`config.mk`:
```
export PLATFORM = sky130hd
export DESIGN_NAME = rambit_arb
export DESIGN_NICKNAME = d
export VERILOG_FILES = /design/src/rtl/rambit_arb_pkg.sv /design/src/rtl/rambit_arb_rr2.sv /design/src/rtl/rambit_arb.sv
export SDC_FILE = /design/constraint.sdc
export NUM_CORES = 1
export LEC_CHECK = 0
export CORE_AREA = 2 2 127 129
export CTS_CLUSTER_SIZE = 25
export DETAILED_ROUTE_END_ITERATION = 16
export DIE_AREA = 0 0 129 131
export PLACE_DENSITY = 0.55
export REMOVE_ABC_BUFFERS = 1
export SLEW_MARGIN = 30
export SYNTH_ARGS = -nofsm -noshare
export SYNTH_HDL_FRONTEND = slang
export SYNTH_HIERARCHICAL = 1
export SYNTH_SLANG_ARGS = --single-unit
```
`constraint.sdc`:
```
create_clock -name clk -period 2.89 [get_ports clk]
set_input_delay 0.289 -clock clk [delete_from_list [all_inputs] [get_ports clk]]
set_output_delay 0.289 -clock clk [all_outputs]
set_load 0.005 [all_outputs]
```
`src/rtl/rambit_arb_pkg.sv`:
```
// Shared encodings for the rambit arbiter family: FSM states, requester ids and depth helper.
package rambit_pkg;

  localparam logic StInit = 1'b0;
  localparam logic StRun  = 1'b1;

  typedef enum logic {
    ReqA = 1'b0,
    ReqB = 1'b1
  } req_id_e;

  localparam int unsigned AW_DEFAULT = 10;
  localparam int unsigned DEPTH      = 2 ** AW_DEFAULT;

  function automatic int unsigned depth_of(input int unsigned aw);
    return 2 ** aw;
  endfunction

endpackage

```
`src/rtl/rambit_arb_rr2.sv`:
```
// Two-way round-robin grant; the pointer remembers the most recently granted requester.
module rambit_rr2
  import rambit_pkg::*;
(
  input  logic       clk,
  input  logic       rst,
  input  logic [1:0] i_req,
  input  logic       i_adv,
  output logic [1:0] o_gnt
);

  req_id_e r_last;

  always_comb begin
    o_gnt = 2'b00;
    unique case (i_req)
      2'b00:   o_gnt = 2'b00;
      2'b01:   o_gnt = 2'b01;
      2'b10:   o_gnt = 2'b10;
      default: o_gnt = (r_last == ReqB) ? 2'b01 : 2'b10;
    endcase
  end

  always_ff @(posedge clk or posedge rst) begin
    if (rst) begin
      r_last <= ReqB;
    end else if (i_adv && (o_gnt != 2'b00)) begin
      r_last <= o_gnt[1] ? ReqB : ReqA;
    end
  end

endmodule

```
`src/rtl/rambit_arb.sv`:
```
// Two-requester round-robin sequencer for a bit-masked single-port RAM with 1-cycle read data.
// Define RAMBIT_ARB_INIT_EN to clear the whole RAM after reset before accepting requests.
module rambit_arb
  import rambit_pkg::*;
#(
  parameter int unsigned DW = 32,
  parameter int unsigned AW = 10
) (
  input  logic          clk,
  input  logic          rst,

  input  logic          a_valid,
  output logic          a_ready,
  input  logic [DW-1:0] a_we,
  input  logic [AW-1:0] a_addr,
  input  logic [DW-1:0] a_din,
  output logic          a_rvalid,
  output logic [DW-1:0] a_rdata,

  input  logic          b_valid,
  output logic          b_ready,
  input  logic [DW-1:0] b_we,
  input  logic [AW-1:0] b_addr,
  input  logic [DW-1:0] b_din,
  output logic          b_rvalid,
  output logic [DW-1:0] b_rdata,

  output logic          ram_ce,
  output logic [DW-1:0] ram_we,
  output logic [AW-1:0] ram_addr,
  output logic [DW-1:0] ram_din,
  input  logic [DW-1:0] ram_dout,

  output logic          init_done
);

  logic          w_state;
  logic          w_sweep;
  logic [AW-1:0] w_cnt;
  logic          w_run;
  logic [1:0]    w_req;
  logic [1:0]    w_gnt;
  logic          r_pend_v;
  req_id_e       r_pend_id;

`ifdef RAMBIT_ARB_INIT_EN
  localparam logic [AW-1:0] CntLast = AW'(depth_of(AW) - 1);

  logic          r_state;
  logic [AW-1:0] r_cnt;

  always_ff @(posedge clk or posedge rst) begin
    if (rst) begin
      r_state <= StInit;
      r_cnt   <= '0;
    end else if (r_state == StInit) begin
      if (r_cnt == CntLast) begin
        r_state <= StRun;
      end else begin
        r_cnt <= r_cnt + 1'b1;
      end
    end
  end

  assign w_state = r_state;
  assign w_sweep = (r_state == StInit) && !rst;
  assign w_cnt   = r_cnt;
`else
  assign w_state = StRun;
  assign w_sweep = 1'b0;
  assign w_cnt   = '0;
`endif

  // Reset gates the request path combinationally so nothing leaks while rst is held.
  assign w_run     = (w_state == StRun) && !rst;
  assign w_req     = {b_valid, a_valid} & {2{w_run}};
  assign init_done = (w_state == StRun);

  rambit_rr2 u_rr2 (
    .clk   (clk),
    .rst   (rst),
    .i_req (w_req),
    .i_adv (w_run),
    .o_gnt (w_gnt)
  );

  assign a_ready = w_gnt[0];
  assign b_ready = w_gnt[1];

  always_comb begin
    ram_ce   = 1'b0;
    ram_we   = '0;
    ram_addr = '0;
    ram_din  = '0;
    if (w_sweep) begin
      ram_ce   = 1'b1;
      ram_we   = '1;
      ram_addr = w_cnt;
    end else if (w_gnt[0]) begin
      ram_ce   = 1'b1;
      ram_we   = a_we;
      ram_addr = a_addr;
      ram_din  = a_din;
    end else if (w_gnt[1]) begin
      ram_ce   = 1'b1;
      ram_we   = b_we;
      ram_addr = b_addr;
      ram_din  = b_din;
    end
  end

  always_ff @(posedge clk or posedge rst) begin
    if (rst) begin
      r_pend_v  <= 1'b0;
      r_pend_id <= ReqA;
    end else begin
      r_pend_v <= (w_gnt != 2'b00);
      if (w_gnt != 2'b00) begin
        r_pend_id <= w_gnt[1] ? ReqB : ReqA;
      end
    end
  end

  // Writes also answer, carrying the pre-write word the RAM reads out.
  assign a_rvalid = r_pend_v && (r_pend_id == ReqA);
  assign b_rvalid = r_pend_v && (r_pend_id == ReqB);
  assign a_rdata  = a_rvalid ? ram_dout : '0;
  assign b_rdata  = b_rvalid ? ram_dout : '0;

endmodule

```
---- After elaboration in Yosys (flattened, before gate mapping) ----
Index checks and enable logic that the tools add are counted.
W data, S select, Z words.
cells by class
  divide/modulo/power cells ............... 0
  eq/ne operators ......................... 2
  add/subtract/negate cells ............... 0
  $mul .................................... 0
  reduce and logical (&&, ||, !) cells .... 6
  bitwise logic cells ..................... 2
  shifts and indexed selects .............. 0
  $lt $le $gt $ge ......................... 0
  muxes and demuxes ....................... 12
operators by type and width
  kind                  number
  $mux W32              6
  $mux W10              2
  $pmux W2 S3           1
  $logic_and A1 B1 Y1   3
  $and A2 B2 Y2         1
  $eq A2 B1 Y1 const B  1
  $eq A2 B2 Y1 const B  1
  $logic_not A2 Y1      1
  $mux W1               2
  $mux W2               1
  $reduce_bool A2 Y1    1
  $logic_not A1 Y1      1
  $not A1 Y1            1
storage, ports and cells
  bits of input ports ..................... 184
  latch bits .............................. 0
  logic and storage cells ................. 25
  bits in registers ....................... 3
  memories ................................ 0
  RAM bits ................................ 0
  output and inout port bits .............. 144
  ROM bits ................................ 0

---- Longest topological paths before layout ----
  depth after elaboration ................. 6
  depth in mapped cells ................... 7
  mapped depth without buffers ............ 4

---- Hierarchy ----
The synthesis kept the hierarchy.
by module, submodules not included
  module      area an instance (um^2)  times used  cells an instance  seq. area each (um^2)
  rambit_arb  1431.4                   1           181                50.0
  rambit_rr2  60.1                     1           7                  26.3

---- Worst setup path after synthesis ----
Ideal clock, no wire load.
  path kind ............................... input -> output
  start point ............................. input port b_valid
  end point ............................... output port ram_addr[0]
  data arrival time ....................... 1586 ps
  path slack .............................. 1015 ps
  required time ........................... 2601 ps
  stages .................................. 6
  path buffers ............................ 2
  path through ............................ nor2b_1 -> a21boi_0 -> nor2b_4 -> buf_12 -> buf_12 -> a22o_1
between the ends
  word-level cells in the longest chain between the ends .. 5
  elaborated cells on any way between the ends .. 7
  those cells by class .................... eq/ne (2); mux (3); bitwise (1); reduce/logical (1)
RTL lines
  element                               RTL line              text
  from (decl)                           rambit_arb.sv:20      input logic b_valid,
  $and A2 B2 Y2 (*)                     rambit_arb.sv:76      assign w_req = {b_valid, a_valid} & {2{w_run}};
  $eq A2 B2 Y1 (tied with other cells)  rambit_arb_rr2.sv:16  unique case (i_req)
  $pmux W2 S3 (*)                       rambit_arb_rr2.sv:16
  net b_ready                           rambit_arb.sv:21      output logic b_ready,
  $mux W10 (*)                          rambit_arb.sv:104     end else if (w_gnt[1]) begin
  $mux W10 (*)                          rambit_arb.sv:99      end else if (w_gnt[0]) begin
  to (decl)                             rambit_arb.sv:30      output logic [AW-1:0] ram_addr,
Mark *: on every way through the listed nets, which the timed path passes. The rest lies on a longest branch.

---- Worst setup path after layout ----
  start point ............................. input port rst
  end point ............................... output port ram_addr[7]
between the ends
  word-level cells in the longest chain between the ends .. 6
  elaborated cells on any way between the ends .. 8
  those cells by class .................... eq/ne (2); mux (3); bitwise (1); reduce/logical (2)
RTL lines
  element                               RTL line              text
  from (decl)                           rambit_arb.sv:10      input logic rst,
  $logic_not A1 Y1 (no line) (*)        -
  $and A2 B2 Y2 (*)                     rambit_arb.sv:76
  net w_req[0]                          rambit_arb.sv:41      logic [1:0] w_req;
  $eq A2 B2 Y1 (tied with other cells)  rambit_arb_rr2.sv:16
  $pmux W2 S3 (*)                       rambit_arb_rr2.sv:16
  $mux W10                              rambit_arb.sv:104
  $mux W10 (*)                          rambit_arb.sv:99
Marked as above.

==> metrics list <==
* Result of the run: complete, no violations
- Total standard cell area after synthesis: 1490 µm²
- Static power due to leakage: 1.96 nW
* Pin count of the biggest net entering global routing: 74
- Summed over all failing endpoints, the final setup total negative slack is 0 ps.
* Power share of the sequential group: 0.053
* Layout Skew: 3.94 ps
- Counting along the longest clock path gives a buffer depth of 2.
- For this run, the register share of the synthesized area comes to 0.0512.
- Together, buffers and inverters on the worst path number 3.
- Overflow left after global routing: 0
* Worst path max stage delay: 520 ps
* Cell with the most instances after synthesis: a22o_1
- Placeable core area: 15600 µm²
- CTS sink count: 3
* Finished Layout Cells: 716
- The share of synthesized area in the top cell type comes to 0.423.
- In the post-synthesis netlist, the biggest area contributors are a22o_1 (42%), and2_1 (14%), and3_1 (13%).
* Setup repair after global routing missed its margin: no
* Switching power: 0.316 mW
- Power spread over the standard cell area amounts to 223 nW/µm².
* Die Width: 129 µm
- Final routed wire length divided by cell count: 18.0 µm
- Endpoint arrival time on the critical path: 2370 ps
- The first routing iteration left 58 violations.
* First-pass GRT wire length: 16500 µm
- Type of element launching the critical path: primary input
- In the post-route analysis, the smallest setup slack over all paths is 229 ps.
* Primary flip-flop cell chosen by synthesis mapping: dfrtp_1
- The number of hold violations in the final report is 0.
* Starting Density: 0.0956
- Final Total Pwr: 1.11 mW
- In the routed layout, each cell is associated on average with a via count of 3.92.
* Clk pwr share: 0.200
- During synthesis, Yosys emitted a total of 6 warnings.
- Number of maximum-capacitance constraint violations: 0
- Relative contribution of combinational cells to total power: 0.747
- In this run the count of I/O pins placed on the die edge is 328.
- Critical path data required time: 2600 ps
* Synthesis-to-finish area growth: 233%
- Fin crit period: 2660 ps
- At the pin with the least slew margin, the transition time is 563 ps.
- Post-synth EDFFs: 0
- Switching portion of total power: 0.286
- Overall global routing resource usage: 0.131
- The number of setup buffers added after CTS is 0.
- Remaining max-slew budget at the tightest pin: 0.624
* Clock tree from TritonCTS: yes
- Summed over all layers, the routed wires come to 12900 µm.
* Count of input and output buffers: 326
- Remaining routing DRC violations: 0
* Placed Cells: 711
- The die covers 16900 µm².
- FF+latch count, synth: 3
* Number of vias in the routed layout: 2804
- Worst IR Drop VDD: 0.151 mV
- Of all nets on the critical path, the largest fanout is 73.
- Fillers: 1632
* Number of different library cells in the post-synthesis netlist: 23
- Most numerous cell on the critical path: clkdlybuf4s50_1
- Worst-skew pair later-pin latency: 220 ps
* Worst Hold Class: primary input to async pin
- Once detailed placement completed, the half-perimeter wirelength came to 11200 µm.
- The critical path in this run is classified as primary input to primary output.
- Final number of setup-violating endpoints: 0
- Slowest-stage cell, CP: clkdlybuf4s50_1
- Die H: 131 µm
- CTS HTree Levels: 1
- The detail route stage leaves a number of antenna-violating nets equal to 0.
- The number of max-slew violations in the final report is 0.
* Net count reported at finish: 685
- At the end of routability-driven placement, the weighted congestion stood at 0.783.
- Prior to clock tree synthesis, the placed netlist has a worst setup slack of 111 ps.
- Clock-pin slew was measured on the worst setup and hold paths at 30 ps.
- Kind of cell adding the most delay to the critical path: buffers and inverters
- The largest total area in the synthesized netlist belongs to a22o_1.
- Before antenna repair, the detailed router went through 4 iterations.
- A synthesized cell averages 7.93 µm².
* Internal power: 0.791 mW
- Buffers inserted during clock tree synthesis total 3.
- Fmax: 0.376 GHz
* Element type at the critical path end: primary output
* Standard-cell rows: 46
- Top cells by instance count after synthesis: a22o_1 (72), and2_1 (33), and3_1 (32)
* Initial antenna violation count: 1
- Of the cells placed in the final design, the portion with a size suffix greater than 1 is 0.0360.
- In the finished design, the share of the clock period the worst path needs comes to 0.921.
* Fraction of registers with async set or reset after synthesis: 1.00
* Vias in the first global route: 2749
- Clock root buffer: clkbuf_16
- In the synthesized netlist, the number of instances is 188.
- Cells along the critical path: clkdlybuf4s50_1, nor2b_1, a21boi_4, buf_12, a22o_1, clkdlybuf4s50_1
- The number of antenna diodes in the final layout is 0.
-- path summary, 6_finish.rpt --
path / start / cells after the start / to / slack, ps
worst min-delay path: rst / 2 / r_pend_v$_DFF_PP0_ / 340
min in group clk: u_rr2/r_last$_DFFE_PP1P_ / 2 / u_rr2/r_last$_DFFE_PP1P_ / 550
worst max-delay path: rst / 6 / ram_addr[7] / 230
worst max register to register: u_rr2/r_last$_DFFE_PP1P_ / 5 / r_pend_id$_DFFE_PP0P_ / 1560
max in group asynchronous: rst / 2 / u_rr2/r_last$_DFFE_PP1P_ / 2410
worst min register to register: u_rr2/r_last$_DFFE_PP1P_ / 2 / u_rr2/r_last$_DFFE_PP1P_ / 550
-- cells by family after synthesis --
family | Yosys count | synth area share
AO/OA/AOI/OAI | 79 | 0.453
AND/OR/NAND/NOR | 74 | 0.314
buffers and inverters | 31 | 0.180
flip-flops | 3 | 0.0512
other | 1 | 0.00251
-- stage by stage --
step           utilization  cell area, µm²  hold WS (ps)
6_report             0.319            4970           335
5_1_grt              0.319            4970           353
4_1_cts              0.317            4950           330
3_5_place_dp         0.312            4870           545
3_3_place_gp         0.312            4870           523
2_1_floorplan            -            1240          46.8
-- state kept, by name (all words and copies together), names as in the netlist --
signal / cells
r_pend_id: 1
r_pend_v: 1
u_rr2/r_last: 1
-- routing by layer --
metal	GRT usage	vias up	wire, µm
met5	0	-	13
met4	0.0237	2	171
met3	0.0440	12	1290
met2	0.255	195	6820
met1	0.139	1253	4570
li1	-	1342	-
-- power groups by stage --
| stage | logic, mW | clock network [mW] | registers [mW] |
|---|---|---|---|
| after floorplan | 0.196 | 0 | 0.0709 |
| after CTS | 0.832 | 0.225 | 0.0585 |
| after global placement | 0.825 | 0 | 0.0583 |
| after detailed placement | 0.830 | 0 | 0.0585 |
| final | 0.828 | 0.221 | 0.0583 |
| after global routing | 0.885 | 0.236 | 0.0597 |
-- cell type report --
class	count	area, µm²	area share
Clock buffer	4	78.8	0.0159
Inverter	4	15.0	0.00302
Multi-Input combinational cell	154	1160	0.233
Sequential cell	3	76.3	0.0153
Tap cell	216	270	0.0544
Timing Repair Buffer	335	3370	0.678
-- worst reg2reg max path: stages, from the launching register on --
cell and delay [ps]:
dfstp_2 540, inv_1 70, a21boi_4 210, buf_4 180, inv_1 40, a21o_2 170
-- placed cells by master, fill, tap and decap left out, drive strengths merged --
cell,Yosys,final
and3,32,32
clkdlybuf4s50,0,326
or2,1,1
buf,14,8
nand2,4,4
dfrtp,2,2
a22o,72,72
inv,4,4
o21ai,2,2
nor2b,4,4
and2,33,33
dfstp,1,1
a21boi,2,2
a31oi,1,1
clkbuf,13,5
conb,1,1
a21oi,1,1
a21o,1,1
-- repair_timing --
action	CTS	global route
resized for setup	0	1
endpoints found under the hold margin	0	0
setup endpoints to repair	0	47
hold buffers	0	0
No activity file was read; power rests on OpenSTA's default activity.
